<file path="config.mk">
export PLATFORM = sky130hd
export DESIGN_NAME = n_divide_ctrl
export DESIGN_NICKNAME = d
export VERILOG_FILES = /design/src/rtl/n_divide_ctrl.sv
export SDC_FILE = /design/constraint.sdc
export NUM_CORES = 1
export LEC_CHECK = 0
export BUFFER_PORTS_ARGS = -buffer_cell sky130_fd_sc_hd__buf_2
export CAP_MARGIN = 15
export CORE_UTILIZATION = 36
export DETAILED_ROUTE_END_ITERATION = 16
export PLACE_DENSITY_LB_ADDON = 0.05
export SYNTH_ARGS = -nofsm -noshare
export SYNTH_HDL_FRONTEND = slang
export SYNTH_SLANG_ARGS = --single-unit
</file>
<file path="constraint.sdc">
create_clock -name clk_out -period 4.3 [get_ports clk_out]
set_clock_uncertainty 0.15 [all_clocks]
set_input_delay 0.86 -clock clk_out [delete_from_list [all_inputs] [get_ports clk_out]]
set_output_delay 0.86 -clock clk_out [all_outputs]
set_load 0.01 [all_outputs]
</file>
<file path="src/rtl/n_divide_ctrl.sv">
// -----------------------------------------------------------------------------
// n_divide_ctrl
//
// Sequencer for the PLL feedback divider. Accepts a target divide ratio over a
// valid/ready handshake and walks the divider ratio toward it one step (+/-1)
// at a time. A new ratio is only loaded on the divider's terminal-count pulse,
// so the feedback clock never sees a truncated period. After every step the
// block waits SETTLE_CYCLES cycles to let the loop re-settle.
//
// Runs entirely in the divider clock domain (clk_out).
//
// Ports:
//   clk_out    in   1    divider clock, all logic on its rising edge
//   rst_n      in   1    asynchronous active-low reset
//   req_valid  in   1    target ratio request present
//   req_ready  out  1    request can be accepted (IDLE only)
//   req_n      in   N_W  target ratio
//   abort      in   1    stop the ramp, hold the current ratio
//   div_tc     in   1    one-cycle terminal-count pulse from the divider
//   div_n      out  N_W  registered ratio driven to the divider
//   div_load   out  1    one-cycle strobe, high while div_n shows a new value
//   busy       out  1    ramp in progress
//   done       out  1    one-cycle pulse, target reached and settled
//   err        out  1    sticky, last request was below N_MIN
//
// States:
//   state     | meaning
//   ----------+---------------------------------------------------------
//   S_IDLE    | waiting for a request, req_ready=1
//   S_WAIT_TC | ramp active, waiting for div_tc to apply the next step
//   S_SETTLE  | step applied, counting SETTLE_CYCLES before the next one
// -----------------------------------------------------------------------------
module n_divide_ctrl #(
    parameter int N_W           = 8,
    parameter int N_MIN         = 2,
    parameter int N_RESET       = 8,
    parameter int SETTLE_CYCLES = 64
) (
    input  logic           clk_out,
    input  logic           rst_n,
    input  logic           req_valid,
    output logic           req_ready,
    input  logic [N_W-1:0] req_n,
    input  logic           abort,
    input  logic           div_tc,
    output logic [N_W-1:0] div_n,
    output logic           div_load,
    output logic           busy,
    output logic           done,
    output logic           err
);

    // A single-cycle settle still needs a one-bit counter to exist.
    localparam int CNT_W = (SETTLE_CYCLES > 1) ? $clog2(SETTLE_CYCLES) : 1;

    localparam logic [CNT_W-1:0] CNT_LOAD  = CNT_W'(SETTLE_CYCLES - 1);
    localparam logic [N_W-1:0]   N_MIN_V   = N_W'(N_MIN);
    localparam logic [N_W-1:0]   N_RESET_V = N_W'(N_RESET);

    typedef enum logic [1:0] {
        S_IDLE    = 2'd0,
        S_WAIT_TC = 2'd1,
        S_SETTLE  = 2'd2
    } state_t;

    state_t           state,      state_nxt;
    logic [N_W-1:0]   target,     target_nxt;
    logic [N_W-1:0]   div_n_nxt;
    logic [CNT_W-1:0] settle_cnt, settle_cnt_nxt;
    logic             load_nxt;
    logic             done_nxt;
    logic             err_nxt;

    // -------------------------------------------------------------------------
    // State and output registers
    // -------------------------------------------------------------------------
    always_ff @(posedge clk_out or negedge rst_n) begin
        if (!rst_n) begin
            state      <= S_IDLE;
            target     <= N_RESET_V;
            div_n      <= N_RESET_V;
            settle_cnt <= '0;
            div_load   <= 1'b0;
            done       <= 1'b0;
            err        <= 1'b0;
        end else begin
            state      <= state_nxt;
            target     <= target_nxt;
            div_n      <= div_n_nxt;
            settle_cnt <= settle_cnt_nxt;
            div_load   <= load_nxt;
            done       <= done_nxt;
            err        <= err_nxt;
        end
    end

    // -------------------------------------------------------------------------
    // Next-state and next-output logic
    // -------------------------------------------------------------------------
    always_comb begin
        state_nxt      = state;
        target_nxt     = target;
        div_n_nxt      = div_n;
        settle_cnt_nxt = settle_cnt;
        load_nxt       = 1'b0;
        done_nxt       = 1'b0;
        err_nxt        = err;

        case (state)
            S_IDLE: begin
                if (req_valid) begin
                    if (req_n < N_MIN_V) begin
                        err_nxt = 1'b1;
                    end else if (req_n == div_n) begin
                        err_nxt  = 1'b0;
                        done_nxt = 1'b1;
                    end else begin
                        target_nxt = req_n;
                        err_nxt    = 1'b0;
                        state_nxt  = S_WAIT_TC;
                    end
                end
            end

            S_WAIT_TC: begin
                // abort has priority over a coincident terminal count
                if (abort) begin
                    state_nxt = S_IDLE;
                end else if (div_tc) begin
                    // target != div_n here, so the step never crosses target
                    if (target > div_n) begin
                        div_n_nxt = div_n + 1'b1;
                    end else begin
                        div_n_nxt = div_n - 1'b1;
                    end
                    load_nxt       = 1'b1;
                    settle_cnt_nxt = CNT_LOAD;
                    state_nxt      = S_SETTLE;
                end
            end

            S_SETTLE: begin
                // The load cycle is the first settle cycle (count = SETTLE-1),
                // so SETTLE spans exactly SETTLE_CYCLES cycles.
                if (abort) begin
                    state_nxt = S_IDLE;
                end else if (settle_cnt == '0) begin
                    if (div_n == target) begin
                        state_nxt = S_IDLE;
                        done_nxt  = 1'b1;
                    end else begin
                        state_nxt = S_WAIT_TC;
                    end
                end else begin
                    settle_cnt_nxt = settle_cnt - 1'b1;
                end
            end

            default: begin
                state_nxt = S_IDLE;
            end
        endcase
    end

    assign req_ready = (state == S_IDLE);
    assign busy      = (state != S_IDLE);

endmodule

</file>
==> impl_table.tex, run 1 <==
\begin{tabular}{lr}
\hline
Metric & Value \\
\hline
\multicolumn{2}{l}{\textbf{Outcome}} \\
\quad Result of the run & finished with violations \\
\quad Violations in the final reports & design-rule violations \\
\multicolumn{2}{l}{\textbf{Drt}} \\
\quad Highest metal layer with signal wires & met4 \\
\quad First-pass DRT Iterations & 10 \\
\quad Total met3 wirelength after detailed routing & 159 um \\
\quad Antenna Nets Post-Route & 0 \\
\quad Wire length per cell & 14.8 um \\
\quad Overall via count from detail\_route & 1286 \\
\quad Via-per-instance ratio & 5.12 \\
\quad Met2 WL & 1.60 mm \\
\quad Total routed wirelength & 3.71 mm \\
\quad Detailed router's first-iteration violation count & 61 \\
\quad Met1 wire length & 1.94 mm \\
\quad Residual DRC count & 3 \\
\multicolumn{2}{l}{\textbf{Pwr}} \\
\quad Leakage power & 0.927 nW \\
\quad Total Power Consumption & 1.49 mW \\
\quad Maximum vdd ir drop & 0.629 mV \\
\quad Cell Pwr Density & 759 nW/um\^{}2 \\
\multicolumn{2}{l}{\textbf{Cells and area}} \\
\quad Share of final-layout standard cells stronger than drive strength 1 & 23.6\% \\
\quad Total inserted antenna cells & 0 \\
\quad Final core utilization & 43.8\% \\
\quad Commonest cells after routing, fill and taps aside & dfrtp\_1, buf\_2, nand2\_1 \\
\quad Final \#Nets & 230 \\
\quad Layout overhead on the synthesized area & 13.3\% \\
\quad Finished layout cell area & 1960 sq um \\
\multicolumn{2}{l}{\textbf{Place}} \\
\quad DP Wirelength & 2.83 mm \\
\quad Dpl ws & 1110 ps \\
\quad Count of buffers from port buffering & 25 \\
\quad Placer congestion estimate & 0.921 \\
\quad Cell Area, Placed & 1910 sq um \\
\multicolumn{2}{l}{\textbf{Timing}} \\
\quad Final setup fails & 0 \\
\quad Slew @ Worst Pin & 626 ps \\
\quad Maximum clock frequency & 0.310 GHz \\
\quad Final cycle utilization of the critical path & 75.0\% \\
\quad Max\_slew headroom & 58.2\% \\
\quad Time the final worst path needs with I/O delays and setup & 3220 ps \\
\quad Number of hold violations in the final report & 0 \\
\quad Total negative slack & 0 ps \\
\quad Unrepaired setup endpoints after global routing & no \\
\quad Post-route worst setup slack & 1080 ps \\
\quad Pins over their slew limit & 0 \\
\multicolumn{2}{l}{\textbf{Setup path}} \\
\quad CP Buf/Inv Count & 1 \\
\quad Maximum fanout count along the critical path & 7 \\
\quad Worst path required time & 4300 ps \\
\quad Number of cells on the worst reg-to-reg path & 13 \\
\quad CP Launch Type & flop \\
\quad Worst path cell trace & inv\_1, ha\_1, nand4\_1, nor2\_1, a211o\_1, and2\_1, fa\_1, a21o\_1, a21oi\_1, o21bai\_1, a21oi\_1, xor2\_1, o21ai\_1 \\
\quad R2r setup slk & 1080 ps \\
\quad Kind of capture point of the worst setup path & flop \\
\quad R2R Path End & div\_n[6] \\
\quad Stages on the worst setup path & 13 \\
\quad Delay of the slowest critical-path stage & 590 ps \\
\quad Last element of the critical path & div\_n[6] \\
\quad Type of the worst setup path & flop to flop \\
\quad Critical path arrival & 3220 ps \\
\quad Category of cells accounting for the largest share of critical-path delay & compound AO/OA/AOI/OAI gates \\
\quad Critical path origin & div\_n[3] \\
\quad R2r startpoint & div\_n[3] \\
\quad Most common cell type on the critical path & a21oi\_1 \\
\quad Crit path max-delay cell type & dfstp\_2 \\
\multicolumn{2}{l}{\textbf{Floorplan}} \\
\quad Height of the chip & 71.3 um \\
\quad Effective utilization at floorplan & 38.6\% \\
\quad Chip Width & 71.3 um \\
\quad Number of top-level pins & 26 \\
\quad Row Count & 24 \\
\quad Area of the placeable core & 4470 sq um \\
\quad Full die area & 5080 sq um \\
\multicolumn{2}{l}{\textbf{Yosys}} \\
\quad Number of enable flip-flop cells after synthesis & 0 \\
\quad Number of distinct standard cells referenced by the synthesized netlist & 39 \\
\quad Mapped cell area & 1730 sq um \\
\quad Fraction of registers with async set/reset & 100\% \\
\quad Gate Count Post-Synth & 171 \\
\quad Top cell type by total area after synthesis & dfrtp\_1 \\
\quad Number of warning messages in the yosys log & 0 \\
\quad Top cells by area in the synthesized netlist & dfrtp\_1, ha\_1, xor2\_1, mux2\_4, nand2\_1 \\
\quad Share of the yosys chip area belonging to registers & 39.2\% \\
\quad Share of the synthesized area in the top cell type & 36.2\% \\
\quad Number of nets produced by synthesis & 201 \\
\quad Most used flip-flop cell after synthesis & dfrtp\_1 \\
\quad Mapped Avg Cell Area & 10.1 sq um \\
\quad Number of flip-flops and latches in the synthesized netlist & 27 \\
\multicolumn{2}{l}{\textbf{Worst hold path}} \\
\quad Type of the tightest min-delay check & flop to flop \\
\multicolumn{2}{l}{\textbf{Global route}} \\
\quad Number of antenna violations at the first check in global routing & 0 \\
\quad First-pass GRT wire length & 6.20 mm \\
\quad Total congestion overflow & 0 \\
\quad Largest net degree at the start of global routing & 28 \\
\quad Total global-route track usage & 15.7\% \\
\quad Vias in the first global route & 1232 \\
\multicolumn{2}{l}{\textbf{CTS}} \\
\quad Number of buffers created by CTS & 3 \\
\quad CTS clk-pin slew, worst paths & 100 ps \\
\quad Post-cts gate resize count & 0 \\
\quad Root buffer selected by CTS & clkbuf\_8 \\
\quad Bufs on Longest Clock Path & 2 \\
\quad Total setup buffers inserted after CTS & 0 \\
\quad Clk Latency, worst-skew pair & 270 ps \\
\quad CTS tree & done \\
\quad Clk sinks & 27 \\
\quad Post-CTS Hold Fix Bufs & 0 \\
\quad Htree depth & 1 \\
\multicolumn{2}{l}{\textbf{Run}} \\
\quad Number of max-cap violations & 0 \\
\hline
\end{tabular}
[layout make-up]
class	instances	area, sq um
fill	449	2510
clock buffer	4	45.0
tap	52	65.1
multi-input combinational	129	993
inverter	14	52.6
sequential	27	678
timing repair buffer	25	125
[through the flow]
stage	std cells	hold WS (ps)
2_1_floorplan	171	331
3_3_place_gp	247	327
3_5_place_dp	247	327
6_report	251	348
5_1_grt	251	391
4_1_cts	251	352
[flip-flops by register name, summed over array words and instances, names as in the netlist]
| signal | count |
|---|---|
| div_load | 1 |
| div_n | 8 |
| done | 1 |
| err | 1 |
| settle_cnt | 6 |
| state | 2 |
| target | 8 |
[worst reg2reg max path, stage by stage (launching register included)]
cell      delay (ps)
dfstp_2          590
inv_1             50
ha_1             310
nand4_1          130
nor2_1            70
a211o_1          260
and2_1           250
fa_1             440
a21o_1           170
a21oi_1          200
o21bai_1          90
a21oi_1          170
xor2_1           170
o21ai_1           70
[cell families (layout without fill, tap and decap cells)]
family	count (synthesis)	after routing	share of synthesized area [%]
fa+ha+maj	17	17	12.7
flops	27	27	39.2
simple gates	51	51	15.1
buf+inv	15	43	3.33
mux	9	9	7.53
xor+xnor	19	19	9.62
compound gates	33	33	12.5
[how the worst min path moves through the flow]
stage	from	end	depth (start not counted)
after CTS	err	err	2
after global routing	err	err	2
after floorplan	target[0]	target[0]	1
after detailed placement	err	err	2
after global placement	err	err	2
final	err	err	2
[synthesized netlist by cell type (3+ instances only)]
| cell type | count |
|---|---|
| dfrtp_1 | 25 |
| a21oi_1 | 8 |
| nor2_1 | 7 |
| nor4_1 | 3 |
| ha_1 | 16 |
| nand2_1 | 21 |
| nand3_1 | 5 |
| xnor2_1 | 5 |
| inv_1 | 14 |
| o21ai_0 | 9 |
| xor2_1 | 14 |
| nor3_1 | 3 |
| mux2_4 | 8 |
[power by group]
part | leakage [nW] | switching (mW) | internal [mW] | total (mW)
clock | 0.0228 | 0.0811 | 0.0664 | 0.148
sequential | 0.309 | 0.102 | 0.338 | 0.439
combinational | 0.595 | 0.484 | 0.417 | 0.901
total | 0.927 | 0.667 | 0.821 | 1.49
[metal layers]
layer | GRT usage (%) | vias to the layer above
met1 | 23.1 | 603
li1 | - | 651
met4 | 2.00 | 0
met5 | 0 | -
met2 | 24.1 | 30
met3 | 3.66 | 2
Power figures use the tool's default switching activity.
==> run 2: changes to the inputs <==
ABC_AREA = 1   (was unset)
clock period = 3.35 ns   (was 4.3 ns; I/O delays follow)
==> impl_table.tex, run 2 <==
\begin{tabular}{lr}
\hline
Metric & Value \\
\hline
\multicolumn{2}{l}{\textbf{Cells and area}} \\
\quad Finished layout cell area & 2110 sq um \\
\quad Share of final-layout standard cells stronger than drive strength 1 & 19.2\% \\
\quad Largest registers & div\_n: 8 flops, target: 8 flops, settle\_cnt: 6 flops \\
\quad Total inserted antenna cells & 0 \\
\quad Leading cell type in the layout, fill and taps excluded & nand2\_1 \\
\quad Commonest cells after routing, fill and taps aside & nand2\_1, inv\_1, dfrtp\_1, buf\_2, nor2\_1 \\
\quad Final \#Nets & 296 \\
\quad Final core utilization & 43.6\% \\
\quad Layout overhead on the synthesized area & 13.9\% \\
\multicolumn{2}{l}{\textbf{Yosys}} \\
\quad Fraction of registers with async set/reset & 100\% \\
\quad Number of warning messages in the yosys log & 0 \\
\quad Count leader, synth & nand2\_1 \\
\quad Number of enable flip-flop cells after synthesis & 0 \\
\quad Share of the synthesized area in the top cell type & 33.7\% \\
\quad Mapped cell area & 1850 sq um \\
\quad Share of the yosys chip area belonging to registers & 36.6\% \\
\quad Number of distinct standard cells referenced by the synthesized netlist & 33 \\
\quad Most instantiated cells after synthesis & nand2\_1, inv\_1, dfrtp\_1, nor2\_1, ha\_1 \\
\quad Gate Count Post-Synth & 236 \\
\quad Top cell type by total area after synthesis & dfrtp\_1 \\
\quad Number of nets produced by synthesis & 266 \\
\quad Number of flip-flops and latches in the synthesized netlist & 27 \\
\quad Most used flip-flop cell after synthesis & dfrtp\_1 \\
\quad Mapped Avg Cell Area & 7.86 sq um \\
\quad Top cells by area in the synthesized netlist & dfrtp\_1, nand2\_1, ha\_1, inv\_1, nor2\_1 \\
\multicolumn{2}{l}{\textbf{Timing}} \\
\quad Pins over their slew limit & 0 \\
\quad Post-route worst setup slack & 384 ps \\
\quad Slew @ Worst Pin & 652 ps \\
\quad Unrepaired setup endpoints after global routing & no \\
\quad Total negative slack & 0 ps \\
\quad Final cycle utilization of the critical path & 88.6\% \\
\quad Max\_slew headroom & 56.5\% \\
\quad Number of hold violations in the final report & 0 \\
\quad Maximum clock frequency & 0.337 GHz \\
\quad Final setup fails & 0 \\
\quad Time the final worst path needs with I/O delays and setup & 2970 ps \\
\multicolumn{2}{l}{\textbf{Run}} \\
\quad Number of max-cap violations & 0 \\
\multicolumn{2}{l}{\textbf{Place}} \\
\quad DP Wirelength & 3.23 mm \\
\quad Placer congestion estimate & 0.749 \\
\quad Cell Area, Placed & 2060 sq um \\
\quad Count of buffers from port buffering & 25 \\
\quad Dpl ws & 285 ps \\
\multicolumn{2}{l}{\textbf{Drt}} \\
\quad Residual DRC count & 0 \\
\quad Overall via count from detail\_route & 1512 \\
\quad Detailed router's first-iteration violation count & 79 \\
\quad Antenna Nets Post-Route & 0 \\
\quad First-pass DRT Iterations & 4 \\
\quad Via-per-instance ratio & 4.55 \\
\quad Wire length per cell & 12.5 um \\
\quad Total routed wirelength & 4.15 mm \\
\multicolumn{2}{l}{\textbf{Outcome}} \\
\quad Result of the run & finished, final reports clean \\
\multicolumn{2}{l}{\textbf{Setup path}} \\
\quad R2r setup slk & 380 ps \\
\quad Category of cells accounting for the largest share of critical-path delay & simple AND/OR/NAND/NOR gates \\
\quad R2R Path End & div\_n[7] \\
\quad Delay of the slowest critical-path stage & 610 ps \\
\quad CP Launch Type & flop \\
\quad Number of cells on the worst reg-to-reg path & 17 \\
\quad R2r startpoint & div\_n[3] \\
\quad Most common cell type on the critical path & nand2\_1 \\
\quad Worst path cell trace & inv\_1, ha\_1, nand2\_1, inv\_1, nand4\_1, nand2\_2, ha\_2, nand2\_1, nand2\_1, nor2\_1, nor2\_1, nor2\_1, inv\_1, nand2\_1, nand3\_1, nand2\_1, nand2\_1 \\
\quad Critical path arrival & 3010 ps \\
\quad CP Buf/Inv Count & 3 \\
\quad Crit path max-delay cell type & dfstp\_2 \\
\quad Type of the worst setup path & flop to flop \\
\quad Worst path required time & 3390 ps \\
\quad Maximum fanout count along the critical path & 8 \\
\quad Kind of capture point of the worst setup path & flop \\
\multicolumn{2}{l}{\textbf{Global route}} \\
\quad First-pass GRT wire length & 7.07 mm \\
\quad Number of antenna violations at the first check in global routing & 0 \\
\quad Total global-route track usage & 17.5\% \\
\quad Vias in the first global route & 1463 \\
\quad Total congestion overflow & 0 \\
\quad Largest net degree at the start of global routing & 28 \\
\multicolumn{2}{l}{\textbf{CTS}} \\
\quad CTS clk-pin slew, worst paths & 110 ps \\
\quad Bufs on Longest Clock Path & 2 \\
\quad Htree depth & 1 \\
\quad Number of buffers created by CTS & 3 \\
\quad Clk sinks & 27 \\
\quad CTS tree & done \\
\quad Root buffer selected by CTS & clkbuf\_8 \\
\quad Clk Latency, worst-skew pair & 290 ps \\
\multicolumn{2}{l}{\textbf{Floorplan}} \\
\quad Chip Width & 73.8 um \\
\quad Number of top-level pins & 26 \\
\quad Area of the placeable core & 4850 sq um \\
\quad Height of the chip & 73.8 um \\
\quad Full die area & 5440 sq um \\
\quad Row Count & 25 \\
\quad Effective utilization at floorplan & 38.2\% \\
\multicolumn{2}{l}{\textbf{Pwr}} \\
\quad Leakage power & 1.11 nW \\
\quad Maximum vdd ir drop & 0.501 mV \\
\quad Cell Pwr Density & 1100 nW/um\^{}2 \\
\quad Total Power Consumption & 2.32 mW \\
\multicolumn{2}{l}{\textbf{Worst hold path}} \\
\quad Type of the tightest min-delay check & input port to async pin \\
\hline
\end{tabular}
[run 2: worst register-to-register path, stage by stage, from the launching register on]
cell	delay, ps
dfstp_2	610
inv_1	60
ha_1	290
nand2_1	50
inv_1	70
nand4_1	210
nand2_2	250
ha_2	350
nand2_1	80
nand2_1	50
nor2_1	220
nor2_1	70
nor2_1	130
inv_1	50
nand2_1	70
nand3_1	70
nand2_1	60
nand2_1	40
[run 2: area by class of cell]
type / count / area, sq um
inverter: 41 / 154
fill: 528 / 2740
timing repair buffer: 28 / 148
tap: 67 / 83.8
clock inverter: 1 / 7.51
multi-input combinational: 165 / 1000
sequential: 27 / 678
clock buffer: 3 / 41.3
[run 2: worst max path at each step]
stage	start	to	slack, ps	cells after the start
after floorplan	div_n[3]	div_n[7]	630	20
after global placement	div_n[3]	div_n[7]	330	17
after detailed placement	div_n[3]	div_n[7]	280	17
after CTS	div_n[3]	div_n[7]	260	17
after global routing	div_n[3]	div_n[7]	70	17
final	div_n[3]	div_n[7]	380	17
[run 2: repair_timing]
action | in CTS | in global routing
hold buffers | 0 | 0
gates resized for setup | 0 | 2
buffers inserted | 0 | 0
endpoints found under the setup margin | 0 | 1
[run 2: kinds of logic after synthesis]
group                      after synthesis  synth area share (%)
and+or+nand+nor                        105                  25.4
adders and majority gates               17                  11.9
xor gates and xnor gates                11                  5.20
DFF                                     27                  36.6
buffers and inverters                   44                  9.78
AOI/OAI and AO/OA                       32                  11.1
[run 2: power by group]
group | switching [mW] | internal (mW) | total, mW
sequential | 0.120 | 0.468 | 0.588
combinational | 0.921 | 0.612 | 1.53
clock | 0.118 | 0.0849 | 0.203
[run 2: per-stage QoR]
stage / hold WS, ps / std cells
after floorplan: 224 / 236
after detailed placement: 326 / 328
after global routing: 292 / 332
final: 243 / 332
after CTS: 264 / 332
after global placement: 327 / 328
[run 2: layer usage]
layer  vias up  global-route usage (%)  wire, um
li1        811                       -         -
met1       682                    24.5      2180
met2        17                    27.8      1820
met3         2                    3.70       115
met4         0                    3.21        28
met5         -                       0         0
==> run 3: changes to the inputs <==
RECOVER_POWER = 25   (was unset)
==> impl_table.tex, run 3 (synthesized netlist as in run 2, its figures left out) <==
\begin{tabular}{lr}
\hline
Metric & Value \\
\hline
\multicolumn{2}{l}{\textbf{Global route}} \\
\quad Largest net degree at the start of global routing & 28 \\
\quad First-pass GRT wire length & 7.07 mm \\
\quad Total congestion overflow & 0 \\
\quad Vias in the first global route & 1463 \\
\quad Number of antenna violations at the first check in global routing & 0 \\
\quad Total global-route track usage & 17.5\% \\
\multicolumn{2}{l}{\textbf{Pwr}} \\
\quad Maximum vdd ir drop & 0.501 mV \\
\quad Net switching power & 1.16 mW \\
\quad Cell Pwr Density & 1100 nW/um\^{}2 \\
\quad Leakage power & 1.10 nW \\
\quad Clock power share & 8.7\% \\
\quad Sw Share & 49.9\% \\
\quad Fraction of power consumed by sequential logic & 25.3\% \\
\quad Internal Pwr Total & 1.17 mW \\
\quad Gate power share & 66.0\% \\
\quad Total Power Consumption & 2.32 mW \\
\multicolumn{2}{l}{\textbf{Floorplan}} \\
\quad Chip Width & 73.8 um \\
\quad Area of the placeable core & 4850 sq um \\
\quad Height of the chip & 73.8 um \\
\quad Number of top-level pins & 26 \\
\quad Full die area & 5440 sq um \\
\quad Effective utilization at floorplan & 38.2\% \\
\quad Row Count & 25 \\
\multicolumn{2}{l}{\textbf{Cells and area}} \\
\quad Largest registers & div\_n: 8 flops, target: 8 flops, settle\_cnt: 6 flops \\
\quad Leading cell type in the layout, fill and taps excluded & nand2\_1 \\
\quad Commonest cells after routing, fill and taps aside & nand2\_1, inv\_1, dfrtp\_1 \\
\quad Final core utilization & 43.5\% \\
\quad Total inserted antenna cells & 0 \\
\quad Number of filler cells placed in the layout & 529 \\
\quad Layout overhead on the synthesized area & 13.8\% \\
\quad Final \#Nets & 296 \\
\quad Share of final-layout standard cells stronger than drive strength 1 & 18.9\% \\
\multicolumn{2}{l}{\textbf{Drt}} \\
\quad Detailed router's first-iteration violation count & 79 \\
\quad Residual DRC count & 0 \\
\quad Antenna Nets Post-Route & 0 \\
\quad Wire length per cell & 12.5 um \\
\quad Via-per-instance ratio & 4.55 \\
\quad First-pass DRT Iterations & 4 \\
\quad Total routed wirelength & 4.14 mm \\
\quad Overall via count from detail\_route & 1510 \\
\multicolumn{2}{l}{\textbf{Setup path}} \\
\quad Stages on the worst setup path & 17 \\
\quad Delay of the slowest critical-path stage & 610 ps \\
\quad CP Buf/Inv Count & 3 \\
\quad Worst path cell trace & inv\_1, ha\_1, nand2\_1, inv\_1, nand4\_1, nand2\_2, ha\_2, nand2\_1, nand2\_1, nor2\_1, nor2\_1, nor2\_1, inv\_1, nand2\_1, nand3\_1, nand2\_1, nand2\_1 \\
\quad Crit path max-delay cell type & dfstp\_2 \\
\quad CP Launch Type & flop \\
\quad Kind of capture point of the worst setup path & flop \\
\quad Most common cell type on the critical path & nand2\_1 \\
\quad Critical path arrival & 3010 ps \\
\quad Type of the worst setup path & flop to flop \\
\quad Maximum fanout count along the critical path & 8 \\
\quad Worst path required time & 3390 ps \\
\quad Number of cells on the worst reg-to-reg path & 17 \\
\quad Category of cells accounting for the largest share of critical-path delay & simple AND/OR/NAND/NOR gates \\
\multicolumn{2}{l}{\textbf{CTS}} \\
\quad Clk Latency, worst-skew pair & 290 ps \\
\quad Clk sinks & 27 \\
\quad Number of buffers created by CTS & 3 \\
\quad Bufs on Longest Clock Path & 2 \\
\quad Total setup buffers inserted after CTS & 0 \\
\quad Htree depth & 1 \\
\quad Post-CTS Hold Fix Bufs & 0 \\
\quad CTS clk-pin slew, worst paths & 110 ps \\
\quad Root buffer selected by CTS & clkbuf\_8 \\
\quad Post-cts gate resize count & 0 \\
\quad CTS tree & done \\
\multicolumn{2}{l}{\textbf{Outcome}} \\
\quad Violations in the final reports & max-capacitance violations, max-slew violations \\
\quad Result of the run & finished with violations \\
\multicolumn{2}{l}{\textbf{Worst hold path}} \\
\quad Hold Path Cell Cnt & 2 \\
\quad Type of the tightest min-delay check & flop to flop \\
\multicolumn{2}{l}{\textbf{Timing}} \\
\quad Post-route worst setup slack & 386 ps \\
\quad Maximum clock frequency & 0.337 GHz \\
\quad Pins over their slew limit & 28 \\
\quad Slew @ Worst Pin & 1560 ps \\
\quad Time the final worst path needs with I/O delays and setup & 2960 ps \\
\quad Unrepaired setup endpoints after global routing & no \\
\quad Number of hold violations in the final report & 0 \\
\quad Final cycle utilization of the critical path & 88.5\% \\
\quad Total negative slack & 0 ps \\
\quad Max\_slew headroom & -4.20\% \\
\quad Final setup fails & 0 \\
\multicolumn{2}{l}{\textbf{Run}} \\
\quad Number of max-cap violations & 1 \\
\multicolumn{2}{l}{\textbf{Place}} \\
\quad Placer congestion estimate & 0.749 \\
\quad DP Wirelength & 3.23 mm \\
\quad Count of buffers from port buffering & 25 \\
\quad Dpl ws & 285 ps \\
\hline
\end{tabular}
## run 3: changes by cell type in the layout (fill, tap and decap cells not counted), sizes merged
cell,before,now
buf,28,27
clkbuf,3,4
## run 3: area by class of cell
| type | count | area, sq um | share of cell area, % |
|---|---|---|---|
| flip-flops and latches | 27 | 678 | 32.1 |
| clock buffers | 3 | 41.3 | 1.96 |
| clock inverters | 1 | 7.51 | 0.356 |
| multi-input cells | 165 | 1000 | 47.4 |
| well taps | 67 | 83.8 | 3.97 |
| repair buffers | 28 | 146 | 6.94 |
| inverters | 41 | 154 | 7.29 |
## run 3: path summary, 6_finish.rpt
path	from	end	slack, ps
min in group asynchronous	rst_n	target[4]	600
setup reg to reg	div_n[3]	div_n[7]	390
max in group asynchronous	rst_n	div_n[0]	1530
hold / removal	target[3]	target[3]	340
hold reg to reg	target[3]	target[3]	340
setup / recovery	div_n[3]	div_n[7]	390
## run 3: power groups by stage
stage	clock network, mW	registers, mW	logic, mW
3_3_place_gp	0	0.597	1.53
2_1_floorplan	0	0.602	1.14
4_1_cts	0.214	0.588	1.54
6_report	0.203	0.588	1.53
3_5_place_dp	0	0.595	1.52
5_1_grt	0.223	0.606	1.79
## run 3: through the flow
stage | hold WS [ps] | instance area, sq um | std cells
floorplan | 224 | 1850 | 236
finish | 342 | 2110 | 332
CTS | 264 | 2110 | 332
global placement | 327 | 2060 | 328
global route | 361 | 2110 | 332
detailed placement | 326 | 2060 | 328
## run 3: worst reg2reg max path, cell delays in order (launching register included)
cell	delay, ps
dfstp_2	610
inv_1	60
ha_1	290
nand2_1	50
inv_1	70
nand4_1	210
nand2_2	250
ha_2	350
nand2_1	80
nand2_1	50
nor2_1	220
nor2_1	70
nor2_1	130
inv_1	50
nand2_1	70
nand3_1	70
nand2_1	60
nand2_1	40
## run 3: routing by layer
layer / up-vias / global-route usage (%) / part of all wire [%]
li1: 812 / - / -
met1: 679 / 24.5 / 53
met2: 17 / 27.8 / 44
met3: 2 / 3.70 / 2.8
met4: 0 / 3.21 / 0.68
met5: - / 0 / 0
